===== src/rtl/router_pkg.sv =====
// Shared router types: flit layout and head-field accessors, node coordinates,
// and the ejection checker state encoding.
package router_pkg;

   localparam int COORD_W   = 4;
   localparam int FLIT_DATA = 30;

   typedef enum logic [1:0] {
      HEAD      = 2'b00,
      BODY      = 2'b01,
      TAIL      = 2'b10,
      HEAD_TAIL = 2'b11
   } flit_type_t;

   // Head flits carry {dst_x, dst_y} in the top of data; other flits use it as payload.
   typedef struct packed {
      flit_type_t             flit_type;
      logic [FLIT_DATA-1:0]   data;
   } FLIT_t;

   typedef struct packed {
      logic [COORD_W-1:0] xaddr;
      logic [COORD_W-1:0] yaddr;
   } router_conf_t;

   typedef enum logic {
      IDLE   = 1'b0,
      IN_PKT = 1'b1
   } sink_state_t;

   function automatic logic [COORD_W-1:0] dst_x(input FLIT_t f);
      return f.data[FLIT_DATA-1 -: COORD_W];
   endfunction

   function automatic logic [COORD_W-1:0] dst_y(input FLIT_t f);
      return f.data[FLIT_DATA-1-COORD_W -: COORD_W];
   endfunction

endpackage


===== src/rtl/sink_fifo.sv =====
// Small synchronous FIFO; callers only assert push/pop when they are legal.
// Read data is the head entry, visible combinationally so it can be consumed on the pop edge.
module sink_fifo #(
   parameter int WIDTH = 32,
   parameter int DEPTH = 4
) (
   input  logic                     clk,
   input  logic                     reset_n,
   input  logic                     push,
   input  logic                     pop,
   input  logic [WIDTH-1:0]         wr_data,
   output logic [WIDTH-1:0]         rd_data,
   output logic                     full,
   output logic                     empty,
   output logic [$clog2(DEPTH):0]   count
);

   localparam int AW = $clog2(DEPTH);
   localparam int CW = AW + 1;

   logic [WIDTH-1:0] mem [DEPTH];
   logic [AW-1:0]    wr_ptr;
   logic [AW-1:0]    rd_ptr;
   logic [CW-1:0]    count_reg;

   always_ff @(posedge clk) begin
      if (push) begin
         mem[wr_ptr] <= wr_data;
      end
   end

   always_ff @(posedge clk or negedge reset_n) begin
      if (!reset_n) begin
         wr_ptr    <= '0;
         rd_ptr    <= '0;
         count_reg <= '0;
      end else begin
         if (push) begin
            wr_ptr <= wr_ptr + 1'b1;
         end
         if (pop) begin
            rd_ptr <= rd_ptr + 1'b1;
         end
         case ({push, pop})
            2'b10:   count_reg <= count_reg + 1'b1;
            2'b01:   count_reg <= count_reg - 1'b1;
            default: count_reg <= count_reg;
         endcase
      end
   end

   assign rd_data = mem[rd_ptr];
   assign count   = count_reg;
   assign full    = (count_reg == CW'(DEPTH));
   assign empty   = (count_reg == '0);

endmodule


===== src/rtl/local_sink.sv =====
// LOCAL-port ejection endpoint: buffers router flits under on/off flow control,
// checks packet framing and destination on pop, and keeps saturating counters.
module local_sink
   import router_pkg::*;
#(
   parameter router_conf_t router_conf = '{xaddr: 4'd0, yaddr: 4'd0},
   parameter int           FIFO_DEPTH  = 4,
   parameter int           OFF_SLACK   = 2
) (
   input  logic        clk,
   input  logic        reset_n,
   input  FLIT_t       i_flit,
   input  logic        i_upstream_req,
   input  logic        i_drain_en,
   output logic        o_on_off,
   output logic [31:0] o_pkt_count,
   output logic [31:0] o_flit_count,
   output logic        o_err_dest,
   output logic        o_err_proto,
   output logic        o_err_ovf,
   output logic        o_busy
);

   localparam int CW = $clog2(FIFO_DEPTH) + 1;

   logic          fifo_full;
   logic          fifo_empty;
   logic [CW-1:0] fifo_count;
   logic [CW-1:0] count_next;
   FLIT_t         head_flit;
   logic          push_fire;
   logic          pop_fire;
   logic          ovf_hit;

   // A full FIFO still accepts a push when a pop frees the slot in the same cycle.
   assign pop_fire  = i_drain_en && !fifo_empty;
   assign push_fire = i_upstream_req && (!fifo_full || pop_fire);
   assign ovf_hit   = i_upstream_req && fifo_full && !pop_fire;

   sink_fifo #(
      .WIDTH ($bits(FLIT_t)),
      .DEPTH (FIFO_DEPTH)
   ) u_fifo (
      .clk     (clk),
      .reset_n (reset_n),
      .push    (push_fire),
      .pop     (pop_fire),
      .wr_data (i_flit),
      .rd_data (head_flit),
      .full    (fifo_full),
      .empty   (fifo_empty),
      .count   (fifo_count)
   );

   always_comb begin
      count_next = fifo_count;
      case ({push_fire, pop_fire})
         2'b10:   count_next = fifo_count + 1'b1;
         2'b01:   count_next = fifo_count - 1'b1;
         default: count_next = fifo_count;
      endcase
   end

   // Checker FSM
   sink_state_t state_reg;
   sink_state_t state_next;
   logic        bad_reg;
   logic        bad_next;
   logic        pkt_done;
   logic        proto_hit;
   logic        dest_hit;
   logic        dest_ok;

   assign dest_ok = (dst_x(head_flit) == router_conf.xaddr) &&
                    (dst_y(head_flit) == router_conf.yaddr);

   always_comb begin
      state_next = state_reg;
      bad_next   = bad_reg;
      pkt_done   = 1'b0;
      proto_hit  = 1'b0;
      dest_hit   = 1'b0;
      if (pop_fire) begin
         case (head_flit.flit_type)
            HEAD: begin
               // A head inside a packet aborts the old one and starts afresh.
               proto_hit  = (state_reg == IN_PKT);
               state_next = IN_PKT;
               bad_next   = !dest_ok;
               dest_hit   = !dest_ok;
            end
            HEAD_TAIL: begin
               proto_hit  = (state_reg == IN_PKT);
               state_next = IDLE;
               bad_next   = 1'b0;
               dest_hit   = !dest_ok;
               pkt_done   = dest_ok;
            end
            BODY: begin
               proto_hit = (state_reg == IDLE);
            end
            TAIL: begin
               if (state_reg == IDLE) begin
                  proto_hit = 1'b1;
               end else begin
                  state_next = IDLE;
                  pkt_done   = !bad_reg;
                  bad_next   = 1'b0;
               end
            end
            default: begin
               state_next = state_reg;
            end
         endcase
      end
   end

   logic [31:0] pkt_count_reg;
   logic [31:0] flit_count_reg;
   logic        err_dest_reg;
   logic        err_proto_reg;
   logic        err_ovf_reg;
   logic        on_off_reg;

   always_ff @(posedge clk or negedge reset_n) begin
      if (!reset_n) begin
         state_reg      <= IDLE;
         bad_reg        <= 1'b0;
         pkt_count_reg  <= '0;
         flit_count_reg <= '0;
         err_dest_reg   <= 1'b0;
         err_proto_reg  <= 1'b0;
         err_ovf_reg    <= 1'b0;
         on_off_reg     <= 1'b1;
      end else begin
         state_reg  <= state_next;
         bad_reg    <= bad_next;
         on_off_reg <= (count_next < CW'(FIFO_DEPTH - OFF_SLACK));
         if (pkt_done && (pkt_count_reg != '1)) begin
            pkt_count_reg <= pkt_count_reg + 1'b1;
         end
         if (pop_fire && (flit_count_reg != '1)) begin
            flit_count_reg <= flit_count_reg + 1'b1;
         end
         if (dest_hit) begin
            err_dest_reg <= 1'b1;
         end
         if (proto_hit) begin
            err_proto_reg <= 1'b1;
         end
         if (ovf_hit) begin
            err_ovf_reg <= 1'b1;
         end
      end
   end

   assign o_on_off     = on_off_reg;
   assign o_pkt_count  = pkt_count_reg;
   assign o_flit_count = flit_count_reg;
   assign o_err_dest   = err_dest_reg;
   assign o_err_proto  = err_proto_reg;
   assign o_err_ovf    = err_ovf_reg;
   assign o_busy       = !fifo_empty || (state_reg == IN_PKT);

   // Payload bits are not inspected by the checker.
   logic unused_payload;
   assign unused_payload = ^head_flit.data[FLIT_DATA-1-2*COORD_W:0];

endmodule


===== config.mk =====
export PLATFORM = sky130hd
export DESIGN_NAME = local_sink
export DESIGN_NICKNAME = d
export VERILOG_FILES = /design/src/rtl/router_pkg.sv /design/src/rtl/sink_fifo.sv /design/src/rtl/local_sink.sv
export SDC_FILE = /design/constraint.sdc
export NUM_CORES = 1
export LEC_CHECK = 0
export CELL_PAD_IN_SITES_DETAIL_PLACEMENT = 0
export CELL_PAD_IN_SITES_GLOBAL_PLACEMENT = 1
export CORE_UTILIZATION = 44
export DETAILED_ROUTE_END_ITERATION = 8
export PLACE_DENSITY_LB_ADDON = 0.1
export SETUP_SLACK_MARGIN = 0.05
export SYNTH_ARGS = -nofsm -noshare
export SYNTH_HDL_FRONTEND = slang
export SYNTH_SLANG_ARGS = --single-unit
export TNS_END_PERCENT = 50

===== constraint.sdc =====
create_clock -name clk -period 4 [get_ports clk]
set_input_delay 0.8 -clock clk [delete_from_list [all_inputs] [get_ports clk]]
set_output_delay 0.8 -clock clk [all_outputs]
set_load 0.03 [all_outputs]

-- Yosys cells after proc, flatten, opt, wreduce, memory -nomap -nowiden
Memories as Yosys holds them, arrays and structs flattened.
Index checks and enable logic that the tools add are counted.
- flip-flop bits (word level): 77
- RAM bits: 128
- input port bits: 36
- output and inout bits: 69
- logic and storage cells: 67
- memories kept: 1
- $add $sub $neg: 6
- $lt $le $gt $ge: 1
- equal/unequal tests: 9
- multiplexer cells: 14
- bitwise logic cells: 1
- reduce and logical (&&, ||, !) cells: 24
- memory list (memory ; words ; width ; rd ports ; clocked after Yosys merged registers in ; write ports ; RTL line ; text):
    u_fifo.mem ; 4 ; 32 ; 1 ; 0 ; 1 ; sink_fifo.sv:21 ; logic [WIDTH-1:0] mem [DEPTH];
- operators by type and width (operator ; number):
    32-bit by 1-bit adder with 32-bit output (second input constant) ; 2
    32-bit inequality test (second input constant) ; 2
    1-bit 2-to-1 mux ; 9
    4-bit logical NOT ; 2
    1-bit logical AND ; 7
    2-bit equality test (second input constant) ; 3
    1-bit case mux with 3 select lines ; 2
    3-bit case mux with 2 select lines ; 1
    1-bit logical NOT ; 5
    2-bit by 1-bit adder with 2-bit output (second input constant) ; 2
    2-bit by 1-bit equality test with 1-bit output (second input constant) ; 2
    1-bit case mux with 2 select lines ; 2
    2-bit OR reduction ; 2
    3-bit by 1-bit adder with 3-bit output (second input constant) ; 1
    3-bit equality test (second input constant) ; 1
    3-bit logical NOT ; 1
    3-bit by 2-bit less-than comparator with 1-bit output (second input constant) ; 1
    3-bit AND reduction ; 1
    3-bit nonzero test ; 1
    3-bit by 1-bit subtractor with 3-bit output (second input constant) ; 1
    2-bit logical NOT ; 1
    1-bit logical OR ; 2
    2-bit inequality test (second input constant) ; 1
    2-bit AND reduction ; 1
    other kinds (2) ; 2

-- Logic depth before layout (Yosys ltp)
Gate-level depths: netlist (run 1).
- depth after elaboration: 8
- mapped depth: 11
- gate-level depth less buffers: 9

-- Cells and area by module
Synthesis (run 1) repeated with hierarchy kept, for this count alone.
- cells, all modules: 552
- area total of the unflattened synthesis: 8659.6 um^2
- by module, submodules not included (module ; times used ; cells an instance ; area an instance (um^2) ; sequential area each (um^2)):
    sink_fifo ; 1 ; 204 ; 5064.9 ; 4018.9
    local_sink ; 1 ; 348 ; 3594.7 ; 1752.9

-- Least setup slack after synthesis (run 1)
No wires, ideal clock.
- path type: register to register
- start: register u_fifo.rd_ptr[0]
- end: register pkt_count_reg[10], in the netlist o_pkt_count[10]
- setup time: 0.135 ns
- arrival time: 2.626 ns
- data required time: 3.865 ns
- slack: 1.239 ns
- stages on the path, launching flop included: 12
- path buffers: 2
- clock period less this slack: 2.761 ns
- cell sequence: dfrtp_1 clkbuf_1 mux4_2 inv_1 ha_1 and3b_1 o21ai_0 a31oi_1 and3_1 clkbuf_1 nand4_1 xnor2_1
- word-level cells in the longest chain between the ends: 6
- elaborated cells on any way between the ends: 9
- those cells by class: 2 x eq/ne; 2 x mux; 4 x reduce/logical; 1 x memory
- ends and longest elaborated chain (element ; RTL line ; text):
    start: declaration ; sink_fifo.sv:23 ; logic [AW-1:0] rd_ptr;
    start signal: assignment ; sink_fifo.sv:42 ; rd_ptr <= rd_ptr + 1'b1;
    memory read 4 x 32 bit (*) ; n/a ;
    4-bit logical NOT (on tied branches) ; local_sink.sv:74, local_sink.sv:75 ;
    1-bit logical AND ; local_sink.sv:74 ; assign dest_ok = (dst_x(head_flit) == router_conf.xaddr) &&
    1-bit case mux with 2 select lines (*) ; local_sink.sv:84 ; case (head_flit.flit_type)
    1-bit 2-to-1 mux (*) ; local_sink.sv:83 ; if (pop_fire) begin
    1-bit logical AND (*) ; local_sink.sv:139 ; if (pkt_done && (pkt_count_reg != '1)) begin
    end signal: assignment ; local_sink.sv:140 ; pkt_count_reg <= pkt_count_reg + 1'b1;
    end: declaration ; local_sink.sv:118 ; logic [31:0] pkt_count_reg;
Every way passes the cells marked *; elsewhere a longest branch is shown, timed or not.
A chain may end at the register's enable or synchronous reset.

-- Worst setup path in the final report (run 1)
- start: register u_fifo.rd_ptr[0]
- end: register pkt_count_reg[6], in the netlist o_pkt_count[6]
The elaborated chain is that of the path after synthesis.

==> flow_metrics.tcl, run 1 <==
set metrics [dict create \
    period_needed_ns 3.11 \
    nFillCells 950 \
    critPathKind "register to register" \
    cts_buffers 17 \
    power_density_nw_per_um2 580 \
    viasPerCell 5.19 \
    timing.setup.tns_ns 0 \
    synthesis.instances 420 \
    cts_resized 0 \
    finish.utilization_pct 58.9 \
    cts.sinks 117 \
    cp.arrival_ns 3.40 \
    holdPathStages 1 \
    finalInstanceArea_um2 6700 \
    synth-async-reset-ratio_pct 65.8 \
    grt.total_usage_pct 18.3 \
    io_pins 105 \
    multi_input_area_um2 1910 \
    rsz0062_at_grt "false" \
    maxCapViolations 0 \
    place_area_um2 6110 \
    slew_headroom_pct 33.9 \
    antenna_found_initial 0 \
    die_x_um 110 \
    peakVddDrop_uv 433 \
    grt_pass1_wl_mm 16.2 \
    clock_latency_ns 0.41 \
    run_status "complete, no violations" \
    grt_use_met1_pct 24.4 \
    dr.first_iter.drc_count 230 \
    pre_cts_ws_ns 0.634 \
    critPathSlowestCell "mux4_2" \
    cpPeakStageDelay_ns 0.59 \
    leakagePower_nw 2.77 \
    finalMaxSlewViolations 0 \
    cts-htree-levels 4 \
    cts-root-buf "clkbuf_16" \
    cp-start-kind "register" \
    die-area_um2 12100 \
    postCtsHoldBufs 0 \
    detailed_place_hpwl_mm 6.93 \
    dieHeight_um 110 \
    rr_worst_depth 9 \
    fin_ws_ns 0.888 \
    core_area_um2 11400 \
    use_met3_pct 5.22 \
    period_share_pct 77.8 \
    start_util_pct 45.1 \
    worstPathMaxFanout 10 \
    first_pass_iters 4 \
    drc 0 \
    hold_viol 0 \
    synth_edf_count 40 \
    grt_pass1_vias 3201 \
    regMostFlops "u_fifo.mem" \
    setup_viol 0 \
    grt_max_degree 78 \
    cts_tree "yes" \
    syn_nets 466 \
    row_count 39 \
    max_freq_ghz 0.321 \
    layout-drive-gt1-share_pct 8.33 \
    clk_path_buf_depth 2 \
    synth-seq-cells 117 \
    wl_per_cell_um 14.9 \
    path_clk_slew_ns 0.05 \
    seqCellArea_um2 3130 \
    postCtsSetupBuffers 0 \
    largest_register_ffs 40 \
    routed_wl_mm 10.0 \
    tightest_slew_ns 0.992 \
    worstPathRequired_ns 4.29 \
    ys_warn_count 0 \
    num_antenna_cells 0 \
    skew_ns 0.00770 \
    critical_path.cell_chain "mux4_2, inv_1, ha_1, and3b_1, o21ai_0, a31oi_1, nand3_1, or3_1, xnor2_1" \
    syn_area_um2 5130 \
    met2_usage_pct 27.2 \
    nNetsFinal 561 \
    place_congestion 0.764 \
    synth_flop_cell "dfrtp_1" \
    cp-end-kind "register" \
    final_cell_mix "81 x clkdlybuf4s50_1, 76 x dfrtp_1, 40 x edfxtp_1" \
    via_count 3482 \
    grt_busiest_layer "met2" \
    antenna_left 0 \
    hold_class "register to register" \
    overflow 0 \
    synthToLayoutAreaGrowth_pct 30.7 \
    ys_seq_area_share_pct 61.0 \
    ys_types 48 \
    final_common_cell "clkdlybuf4s50_1" \
    syn_area_per_cell_um2 12.2 \
    portBuffers 82 \
]
## where the power goes
group	internal [mW]	total [mW]	switching, mW
Clock	0.975	1.51	0.535
Combinational	0.333	0.790	0.457
Sequential	1.44	1.59	0.150
## worst paths after layout
kind                                        from               end  slack [ns]
worst max-delay path            u_fifo.rd_ptr[0]    o_pkt_count[6]        0.89
worst min-delay path                   o_err_ovf         o_err_ovf        0.46
worst max register to register  u_fifo.rd_ptr[0]    o_pkt_count[6]        0.89
worst min register to register         o_err_ovf         o_err_ovf        0.46
max in group asynchronous                reset_n  u_fifo.wr_ptr[1]        2.80
min in group asynchronous                reset_n   o_flit_count[6]        0.54
## metal layers
metal / wire, um / vias to the layer above
met4: 207 / 0
met5: 0 / -
li1: - / 1699
met1: 4770 / 1703
met2: 4640 / 65
met3: 375 / 15
## final cells by class
type	instances	area share [%]
well taps	143	2.67
flip-flops and latches	117	46.7
clock buffers	19	6.46
inverters	14	0.784
clock inverters	13	2.39
repair buffers	84	12.4
multi-input cells	281	28.6
## cell usage after synthesis (all sizes together) (4+ instances only)
| library cell | count | area, um2 |
|---|---|---|
| nor3 | 12 | 60.1 |
| o21ai | 6 | 30.0 |
| clkbuf | 8 | 30.0 |
| and2 | 4 | 25.0 |
| xnor2 | 39 | 342 |
| nand3 | 32 | 165 |
| and3 | 14 | 87.6 |
| nor4 | 6 | 37.5 |
| xor2 | 29 | 254 |
| inv | 14 | 52.6 |
| dfrtp | 76 | 1900 |
| nand4 | 23 | 144 |
| nand2 | 35 | 131 |
| ha | 9 | 113 |
| nor2 | 32 | 125 |
| edfxtp | 40 | 1200 |
| and4 | 6 | 52.6 |
## per-stage QoR
step / cells / hold WS (ns) / total power [mW]
floorplan: 420 / 0.468 / 2.13
global placement: 639 / 0.440 / 2.38
detailed placement: 639 / 0.446 / 2.41
CTS: 671 / 0.463 / 3.94
global route: 671 / 0.471 / 4.09
finish: 671 / 0.456 / 3.89
## critical path, delay by kind of cell (launching register included)
family,cells,cell delay [ns]
AND/OR/NAND/NOR,3,1.02
multiplexers,1,0.59
XOR/XNOR,1,0.13
flip-flops,1,0.57
buffers and inverters,1,0.08
adder cells (fa/ha/maj),1,0.21
AO/OA/AOI/OAI,2,0.40
## cells by family (layout without fill, tap and decap cells)
kind of cell | after synthesis | count (layout) | share of synthesized area (%)
buffers and inverters | 22 | 130 | 1.61
AND/OR/NAND/NOR | 174 | 174 | 18.3
AO/OA/AOI/OAI | 24 | 24 | 3.37
multiplexers | 5 | 5 | 1.51
adder cells (fa/ha/maj) | 10 | 10 | 2.59
XOR/XNOR | 68 | 68 | 11.6
flip-flops | 117 | 117 | 61.0
(Power assumes the default switching activity.)
==> run 2: changes to the inputs <==
--- a/config.mk
+++ b/config.mk
@@ -7,7 +7,7 @@
 export LEC_CHECK = 0
 export CELL_PAD_IN_SITES_DETAIL_PLACEMENT = 0
 export CELL_PAD_IN_SITES_GLOBAL_PLACEMENT = 1
-export CORE_UTILIZATION = 44
+export CORE_UTILIZATION = 37
 export DETAILED_ROUTE_END_ITERATION = 8
 export PLACE_DENSITY_LB_ADDON = 0.1
 export SETUP_SLACK_MARGIN = 0.05
==> constraint.sdc (replaced) <==
create_clock -name clk -period 2.7 [get_ports clk]
set_input_delay 0.54 -clock clk [delete_from_list [all_inputs] [get_ports clk]]
set_output_delay 0.54 -clock clk [all_outputs]
set_load 0.03 [all_outputs]
==> run 2 against run 1 <==
First-iteration DRC count fell by 37%. Register-to-register slack worse by 0.78 ns. Sequential power increased by 46%. Setup slack got worse by 0.78 ns. Die area grew 19%. Via count up 2.1%. Clock skew up 0.0013 ns. Final area grew 3.4%. Critical path depth is the same. Worst hold slack worse by 0.37 ns. Clock-buffer cell count is 2 lower. Clock power grew 37%.
==> flow_metrics.tcl, run 2 (same netlist as run 1, synthesis figures left out) <==
set metrics [dict create \
    hold_viol 0 \
    finalMaxSlewViolations 0 \
    peakVddDrop_uv 531 \
    period_needed_ns 2.59 \
    worstPathRequired_ns 2.99 \
    slew_headroom_pct 66.5 \
    tightest_slew_ns 0.501 \
    hold_class "primary input to asynchronous set/reset pin" \
    cp-endpoint "o_pkt_count[22]" \
    cts-root-buf "clkbuf_16" \
    run_status "complete, no violations" \
    dieHeight_um 120 \
    wl_per_cell_um 14.5 \
    routed_wl_mm 10.5 \
    overflow 0 \
    row_count 42 \
    skew_ns 0.00901 \
    holdWs_ns 0.0836 \
    detailed_place_hpwl_mm 7.51 \
    grt_pass1_wl_mm 17.3 \
    setup_viol 0 \
    final_cell_mix "80 x clkdlybuf4s50_1, 76 x dfrtp_1, 40 x edfxtp_1" \
    cp-end-kind "register" \
    die-area_um2 14300 \
    r2r_slack_ns 0.11 \
    core_area_um2 13400 \
    antenna_left 0 \
    period_share_pct 96.0 \
    portBuffers 82 \
    worstPathMaxFanout 8 \
    cts_tree "yes" \
    critPathKind "register to register" \
    max_freq_ghz 0.386 \
    first_pass_iters 4 \
    r2r_start "u_fifo.rd_ptr[0]" \
    startpoint "u_fifo.rd_ptr[0]" \
    regMostFlops "u_fifo.mem" \
    reg2reg_to "o_pkt_count[22]" \
    power_density_nw_per_um2 831 \
    clock_latency_ns 0.42 \
    grt_pass1_vias 3365 \
    place_congestion 0.741 \
    finish.utilization_pct 51.7 \
    cts_buffers 17 \
    cp.arrival_ns 2.88 \
    maxCapViolations 0 \
    cts.sinks 117 \
    layout-drive-gt1-share_pct 14.1 \
    viasPerCell 4.91 \
    num_antenna_cells 0 \
    cts-htree-levels 4 \
    die_x_um 120 \
    drc 0 \
    grt.total_usage_pct 16.0 \
    start_util_pct 38.3 \
    grt_max_degree 46 \
    cp-start-kind "register" \
    timing.setup.tns_ns 0 \
    via_count 3556 \
    path_clk_slew_ns 0.05 \
    largest_register_ffs 40 \
    clk_path_buf_depth 2 \
    io_pins 105 \
    stdcell_count 724 \
    nFillCells 1203 \
    final_common_cell "clkdlybuf4s50_1" \
    synthToLayoutAreaGrowth_pct 35.1 \
    pre_cts_ws_ns -0.0345 \
    placed_cells 692 \
    nNetsFinal 582 \
    postCtsHoldBufs 0 \
    fin_ws_ns 0.108 \
    rsz0062_at_grt "true" \
    rr_worst_depth 9 \
    dr.first_iter.drc_count 146 \
    leakagePower_nw 2.88 \
    antenna_found_initial 0 \
]
## run 2: worst min-delay path by stage
stage | depth (start not counted) | slack, ns | to | from
after floorplan | 0 | 0.24 | bad_reg | reset_n
after global placement | 1 | 0.44 | o_err_proto | o_err_proto
after detailed placement | 1 | 0.44 | o_err_proto | o_err_proto
after CTS | 1 | 0.08 | o_flit_count[4] | reset_n
after global routing | 1 | 0.09 | o_flit_count[4] | reset_n
final | 1 | 0.08 | o_flit_count[6] | reset_n
## run 2: per-layer routing
layer / track usage [%] / share of wire [%] / wire length (um) / vias to the layer above
met5: 0 / 0 / 0 / -
met4: 6.56 / 1.0 / 110 / 0
met3: 6.04 / 4.9 / 510 / 9
met2: 23.6 / 47 / 4910 / 81
met1: 21.3 / 47 / 4950 / 1723
li1: - / - / - / 1743
## run 2: worst max-delay path, stage by stage, from the launching register on
cell and delay [ns]:
dfrtp_1 0.39, buf_6 0.15, mux4_2 0.55, ha_2 0.20
and3b_2 0.24, nor2_1 0.13, nand3_2 0.16, and3_2 0.31
and3_1 0.20, xor2_1 0.14
## run 2: cell type report
class	count	area, um2	share of cell area (%)
well taps	176	220	3.18
repair buffers	105	1010	14.6
clock inverters	14	131	1.90
inverters	14	52.6	0.759
flip-flops and latches	117	3130	45.2
clock buffers	17	425	6.14
multi-input cells	281	1950	28.2
## run 2: repair_timing
item / CTS / global route
setup endpoints to repair: 16 / 26
pin swaps: 0 / 3
buffers inserted: 1 / 0
gates resized for setup: 2 / 13
## run 2: stage by stage
stage	total power [mW]	instance area, um2
CTS	5.79	6880
global route	6.08	6930
detailed placement	3.68	6310
global placement	3.64	6310
floorplan	3.16	5130
finish	5.76	6930
## run 2: power by group
| part | internal, mW | switching (mW) | leakage [nW] |
|---|---|---|---|
| Clock | 1.26 | 0.812 | 0.262 |
| Sequential | 2.13 | 0.197 | 1.39 |
| Combinational | 0.607 | 0.752 | 1.23 |
| Total | 4.00 | 1.76 | 2.88 |
==> run 3: changes to the inputs <==
--- a/config.mk
+++ b/config.mk
@@ -5,12 +5,15 @@
 export SDC_FILE = /design/constraint.sdc
 export NUM_CORES = 1
 export LEC_CHECK = 0
+export CAP_MARGIN = 20
 export CELL_PAD_IN_SITES_DETAIL_PLACEMENT = 0
 export CELL_PAD_IN_SITES_GLOBAL_PLACEMENT = 1
 export CORE_UTILIZATION = 37
 export DETAILED_ROUTE_END_ITERATION = 8
 export PLACE_DENSITY_LB_ADDON = 0.1
 export SETUP_SLACK_MARGIN = 0.05
+export SKIP_LAST_GASP = 1
+export SLEW_MARGIN = 20
 export SYNTH_ARGS = -nofsm -noshare
 export SYNTH_HDL_FRONTEND = slang
 export SYNTH_SLANG_ARGS = --single-unit
==> run 3 against run 2 <==
Non-clock buffer count is the same. Flip-flop and latch count stayed put. Register-to-register slack got worse by 0.04 ns. Via count barely moved. Total power shrank 0.41%. Critical path type is now register to primary output. Highest routed layer unchanged.
==> flow_metrics.tcl, run 3 (same netlist as run 1, synthesis figures left out) <==
set metrics [dict create \
    die_x_um 120 \
    power_mw 5.73 \
    portBuffers 82 \
    antenna_left 0 \
    pwr-share-comb_pct 23.3 \
    finalInstanceArea_um2 6910 \
    regMostFlops "u_fifo.mem" \
    grt_pass1_wl_mm 17.3 \
    worst-path-buf-inv 2 \
    cts.sinks 117 \
    io_pins 105 \
    setup_viol 0 \
    postCtsHoldBufs 0 \
    drc 0 \
    via_count 3559 \
    cts_buffers 17 \
    grt.total_usage_pct 16.0 \
    intPower_mw 3.98 \
    cpLargestDelayFamily "buffers and inverters" \
    viasPerCell 4.92 \
    max_freq_ghz 0.379 \
    cts-root-buf "clkbuf_16" \
    seqPwrFrac_pct 40.5 \
    timing.setup.tns_ns 0 \
    cts-htree-levels 4 \
    rsz0062_at_grt "true" \
    cpPeakStageDelay_ns 0.63 \
    dr.first_iter.drc_count 136 \
    num_antenna_cells 0 \
    routed_wl_mm 10.5 \
    nNetsFinal 582 \
    critPathSlowestCell "clkdlybuf4s50_1" \
    period_share_pct 97.7 \
    placed_cells 692 \
    place_area_um2 6310 \
    hold_viol 0 \
    cp-start-kind "register" \
    nFillCells 1205 \
    critPathKind "register to primary output" \
    first_pass_iters 4 \
    finalMaxSlewViolations 0 \
    antenna_found_initial 0 \
    period_needed_ns 2.64 \
    final_common_cell "clkdlybuf4s50_1" \
    leakagePower_nw 2.88 \
    p_switching_mw 1.75 \
    maxCapViolations 0 \
    layout-drive-gt1-share_pct 13.1 \
    peakVddDrop_uv 531 \
    worstPathRequired_ns 2.16 \
    stdcell_count 724 \
    power_density_nw_per_um2 830 \
    run_status "complete, no violations" \
    die-area_um2 14300 \
    worstPathMaxFanout 7 \
    path_clk_slew_ns 0.05 \
    overflow 0 \
    synthToLayoutAreaGrowth_pct 34.8 \
    largest_register_ffs 40 \
    grt_pass1_vias 3365 \
    skew_ns 0.00858 \
    core_area_um2 13400 \
    pre_cts_ws_ns -0.0345 \
    start_util_pct 38.3 \
    wl_per_cell_um 14.5 \
    grt_max_degree 46 \
    slew_headroom_pct 66.5 \
    detailed_place_hpwl_mm 7.51 \
    cp-end-kind "primary output" \
    final_cell_mix "81 x clkdlybuf4s50_1, 76 x dfrtp_1, 40 x edfxtp_1" \
    tightest_slew_ns 0.501 \
    clock_latency_ns 0.42 \
    cp.arrival_ns 2.10 \
    fin_ws_ns 0.0625 \
    place_congestion 0.741 \
    row_count 42 \
    cts_tree "yes" \
    hold_class "primary input to asynchronous set/reset pin" \
    dieHeight_um 120 \
    clk_path_buf_depth 2 \
    clockPowerShare_pct 36.2 \
    critical_path.cell_chain "buf_4, or4_1, clkdlybuf4s50_1" \
    sw_frac_of_total_pct 30.6 \
]
run 3: power by group through the flow:
stage                     combinational [mW]  clock [mW]  sequential (mW)
after global placement                  1.30           0             2.34
after CTS                               1.34        2.13             2.32
final                                   1.34        2.08             2.32
after detailed placement                1.33           0             2.35
after floorplan                        0.696           0             2.46
after global routing                    1.48        2.21             2.36
run 3: area by class of cell:
type	instances	area (um2)	share of cell area (%)
clock buffers	17	425	6.16
clock inverters	14	131	1.90
inverters	14	52.6	0.760
multi-input cells	281	1940	28.1
flip-flops and latches	117	3130	45.3
well taps	176	220	3.19
repair buffers	105	1010	14.6
run 3: through the flow:
stage / hold slack, ns / util (%)
finish: 0.0835 / 51.6
global route: 0.0940 / 51.6
CTS: 0.0775 / 51.4
detailed placement: 0.444 / 47.1
global placement: 0.440 / 47.1
floorplan: 0.244 / -
run 3: what timing repair did:
action	in CTS	in global routing
setup buffers	1	0
endpoints found under the hold margin	0	0
gates resized for setup	2	6
endpoints found under the setup margin	16	26
run 3: final timing paths:
check                                  from  slack [ns]              end  depth (start not counted)
setup reg to reg           u_fifo.rd_ptr[0]        0.07  o_pkt_count[22]                         10
min in group clk                o_err_proto        0.45      o_err_proto                          1
hold reg to reg                 o_err_proto        0.45      o_err_proto                          1
max in group asynchronous           reset_n        2.02  o_pkt_count[13]                          2
setup / recovery            u_fifo.count[0]        0.06           o_busy                          3
hold / removal                      reset_n        0.08  o_flit_count[6]                          1
run 3: per-layer routing:
layer	part of all wire, %	wire length, um	global-route usage (%)
met5	0	0	0
met4	1.1	110	6.56
met3	4.6	480	6.04
met2	47	4910	23.6
met1	47	4970	21.3
==> patch (config.mk and constraints of run 3) <==
Register the inputs `i_flit`, `i_upstream_req` and `i_drain_en` before use, without a reset. The logic sees them one clock later.
--- a/src/rtl/local_sink.sv
+++ b/src/rtl/local_sink.sv
@@ -24,4 +24,14 @@
    localparam int CW = $clog2(FIFO_DEPTH) + 1;
 
+   FLIT_t i_flit_q;
+   logic i_upstream_req_q;
+   logic i_drain_en_q;
+
+   always_ff @(posedge clk) begin
+      i_flit_q         <= i_flit;
+      i_upstream_req_q <= i_upstream_req;
+      i_drain_en_q     <= i_drain_en;
+   end
+
    logic          fifo_full;
    logic          fifo_empty;
@@ -34,7 +44,7 @@
 
    // A full FIFO still accepts a push when a pop frees the slot in the same cycle.
-   assign pop_fire  = i_drain_en && !fifo_empty;
-   assign push_fire = i_upstream_req && (!fifo_full || pop_fire);
-   assign ovf_hit   = i_upstream_req && fifo_full && !pop_fire;
+   assign pop_fire  = i_drain_en_q && !fifo_empty;
+   assign push_fire = i_upstream_req_q && (!fifo_full || pop_fire);
+   assign ovf_hit   = i_upstream_req_q && fifo_full && !pop_fire;
 
    sink_fifo #(
@@ -46,5 +56,5 @@
       .push    (push_fire),
       .pop     (pop_fire),
-      .wr_data (i_flit),
+      .wr_data (i_flit_q),
       .rd_data (head_flit),
       .full    (fifo_full),
Function: changed (a bounded check fails within 4 cycles, from zero or initial values and one cycle with reset_n low).
==> patch against run 3 <==
  * Routed wire length up 1.7%
  * Worst setup slack better by 22 ps
  * Sequential cell count up 12
  * Synthesized area up 7.4%
  * Utilization down 2.2 points
  * Worst hold slack better by 8.5 ps
  * Final area up 3.9%
  * Total power up 7.1%
  * Critical endpoint unchanged
  * Largest power group unchanged
  * Highest routed layer unchanged
==> patch: results (changes against run 3) <==
Static Leakage -> 2.90 nW (+0.69%)
R2R setup slack -> 250 ps (+180 ps)
Fraction of layout cells with a size suffix above 1 -> 13.5% (+0.32 points)
GPL Wtd Cong -> 0.738 (-0.40%)
Post-synth top cells -> dfrtp_1 (76), edfxtp_1 (40), xnor2_1 (39)
Syn Nets -> 469 (+0.64%)
Mapped Cells -> 422 (+0.48%)
Largest stage delay, worst path -> 610 ps (-20 ps)
GR Util met3 -> 4.99% (-1.0 points)
Status -> completed
Largest net degree at the start of global routing -> 39 (-15%)
Met2 Wirelength -> 4.87 mm (-0.84%)
FMAX -> 382 MHz (+0.82%)
WL met3 -> 449 um (-6.5%)
Vias per cell -> 4.87 (-0.89%)
DPL Wire Length -> 7.47 mm (-0.42%)
Netlist cell types -> 50 (+4.2%)
CP max FO -> 5 (-2)
Setup Buffers After CTS -> 0 (-1)
Clk_skew -> 10.1 ps (+1.52 ps)
Vias in the first global route -> 3438 (+2.2%)
Final-stage net count -> 569 (-2.2%)
GRT Overall Usage -> 15.6% (-0.45 points)
Area post-placement -> 0.00656 sq mm (+4.0%)
Most area-consuming cells after synthesis -> dfrtp_1 (35%), edfxtp_1 (22%), xnor2_1 (6.2%), xor2_1 (4.8%), dfxtp_1 (4.4%)
Dpl ws -> 156 ps (+190 ps)
Post-CTS Resized -> 0 (-2)
Crit path DAT -> 2080 ps (-20 ps)
Routed vias -> 3503 (-1.6%)
Register-to-Register Path Depth -> 9 (-1)
First-pass GRT wire length -> 17.6 mm (+1.7%)
Routed len/inst -> 14.8 um (+2.5%)
GR Util met1 -> 20.7% (-0.57 points)
DRT met1 WL -> 5.11 mm (+2.9%)
Met2 GRT Util -> 23.2% (-0.40 points)
Seq/Total Area, Yosys -> 61.2% (+0.17 points)
[patch: cell count changes after synthesis, moves of 3 or more]
cell / before / now
and3_1: 14 / 10
buf_6: 0 / 4
clkbuf_1: 8 / 1
dfxtp_1: 0 / 12
inv_1: 14 / 17
nand3_1: 31 / 23
nand4_1: 23 / 20
nor2_1: 30 / 23
nor3_1: 12 / 8
nor3_2: 0 / 10
nor4_1: 6 / 9
nor4_2: 0 / 6
[patch: worst min-delay path by stage]
| stage | slack (ps) | start | endpoint | cells past startpoint |
|---|---|---|---|---|
| global placement | 430 | i_upstream_req_q$_DFF_P_ | o_err_ovf$_DFFE_PN0P_ | 1 |
| CTS | 100 | reset_n | o_pkt_count[24]$_DFFE_PN0P_ | 1 |
| global route | 120 | reset_n | o_pkt_count[22]$_DFFE_PN0P_ | 1 |
| finish | 90 | reset_n | o_pkt_count[23]$_DFFE_PN0P_ | 1 |
| floorplan | 240 | reset_n | bad_reg$_DFFE_PN0P_ | 0 |
| detailed placement | 440 | i_upstream_req_q$_DFF_P_ | o_err_ovf$_DFFE_PN0P_ | 1 |
[patch: where the power goes]
part	leakage (nW)	internal, mW	total [mW]	switching [mW]
logic	1.11	0.535	1.26	0.721
clock network	0.290	1.46	2.35	0.884
registers	1.49	2.32	2.54	0.225
total	2.90	4.31	6.14	1.83
[patch: cell families after synthesis]
family | share of synthesized area [%]
simple gates | 19.0
compound gates | 2.59
flops | 61.2
xor+xnor | 11.0
buf+inv | 2.23
fa+ha+maj | 2.64
mux | 1.39
[patch: area by class of cell]
type | count | area [sq um]
repair buffers | 88 | 888
inverters | 17 | 63.8
fillers | 1313 | 7360
multi-input cells | 269 | 2020
clock inverters | 14 | 175
flip-flops and latches | 129 | 3370
clock buffers | 18 | 429
well taps | 184 | 230
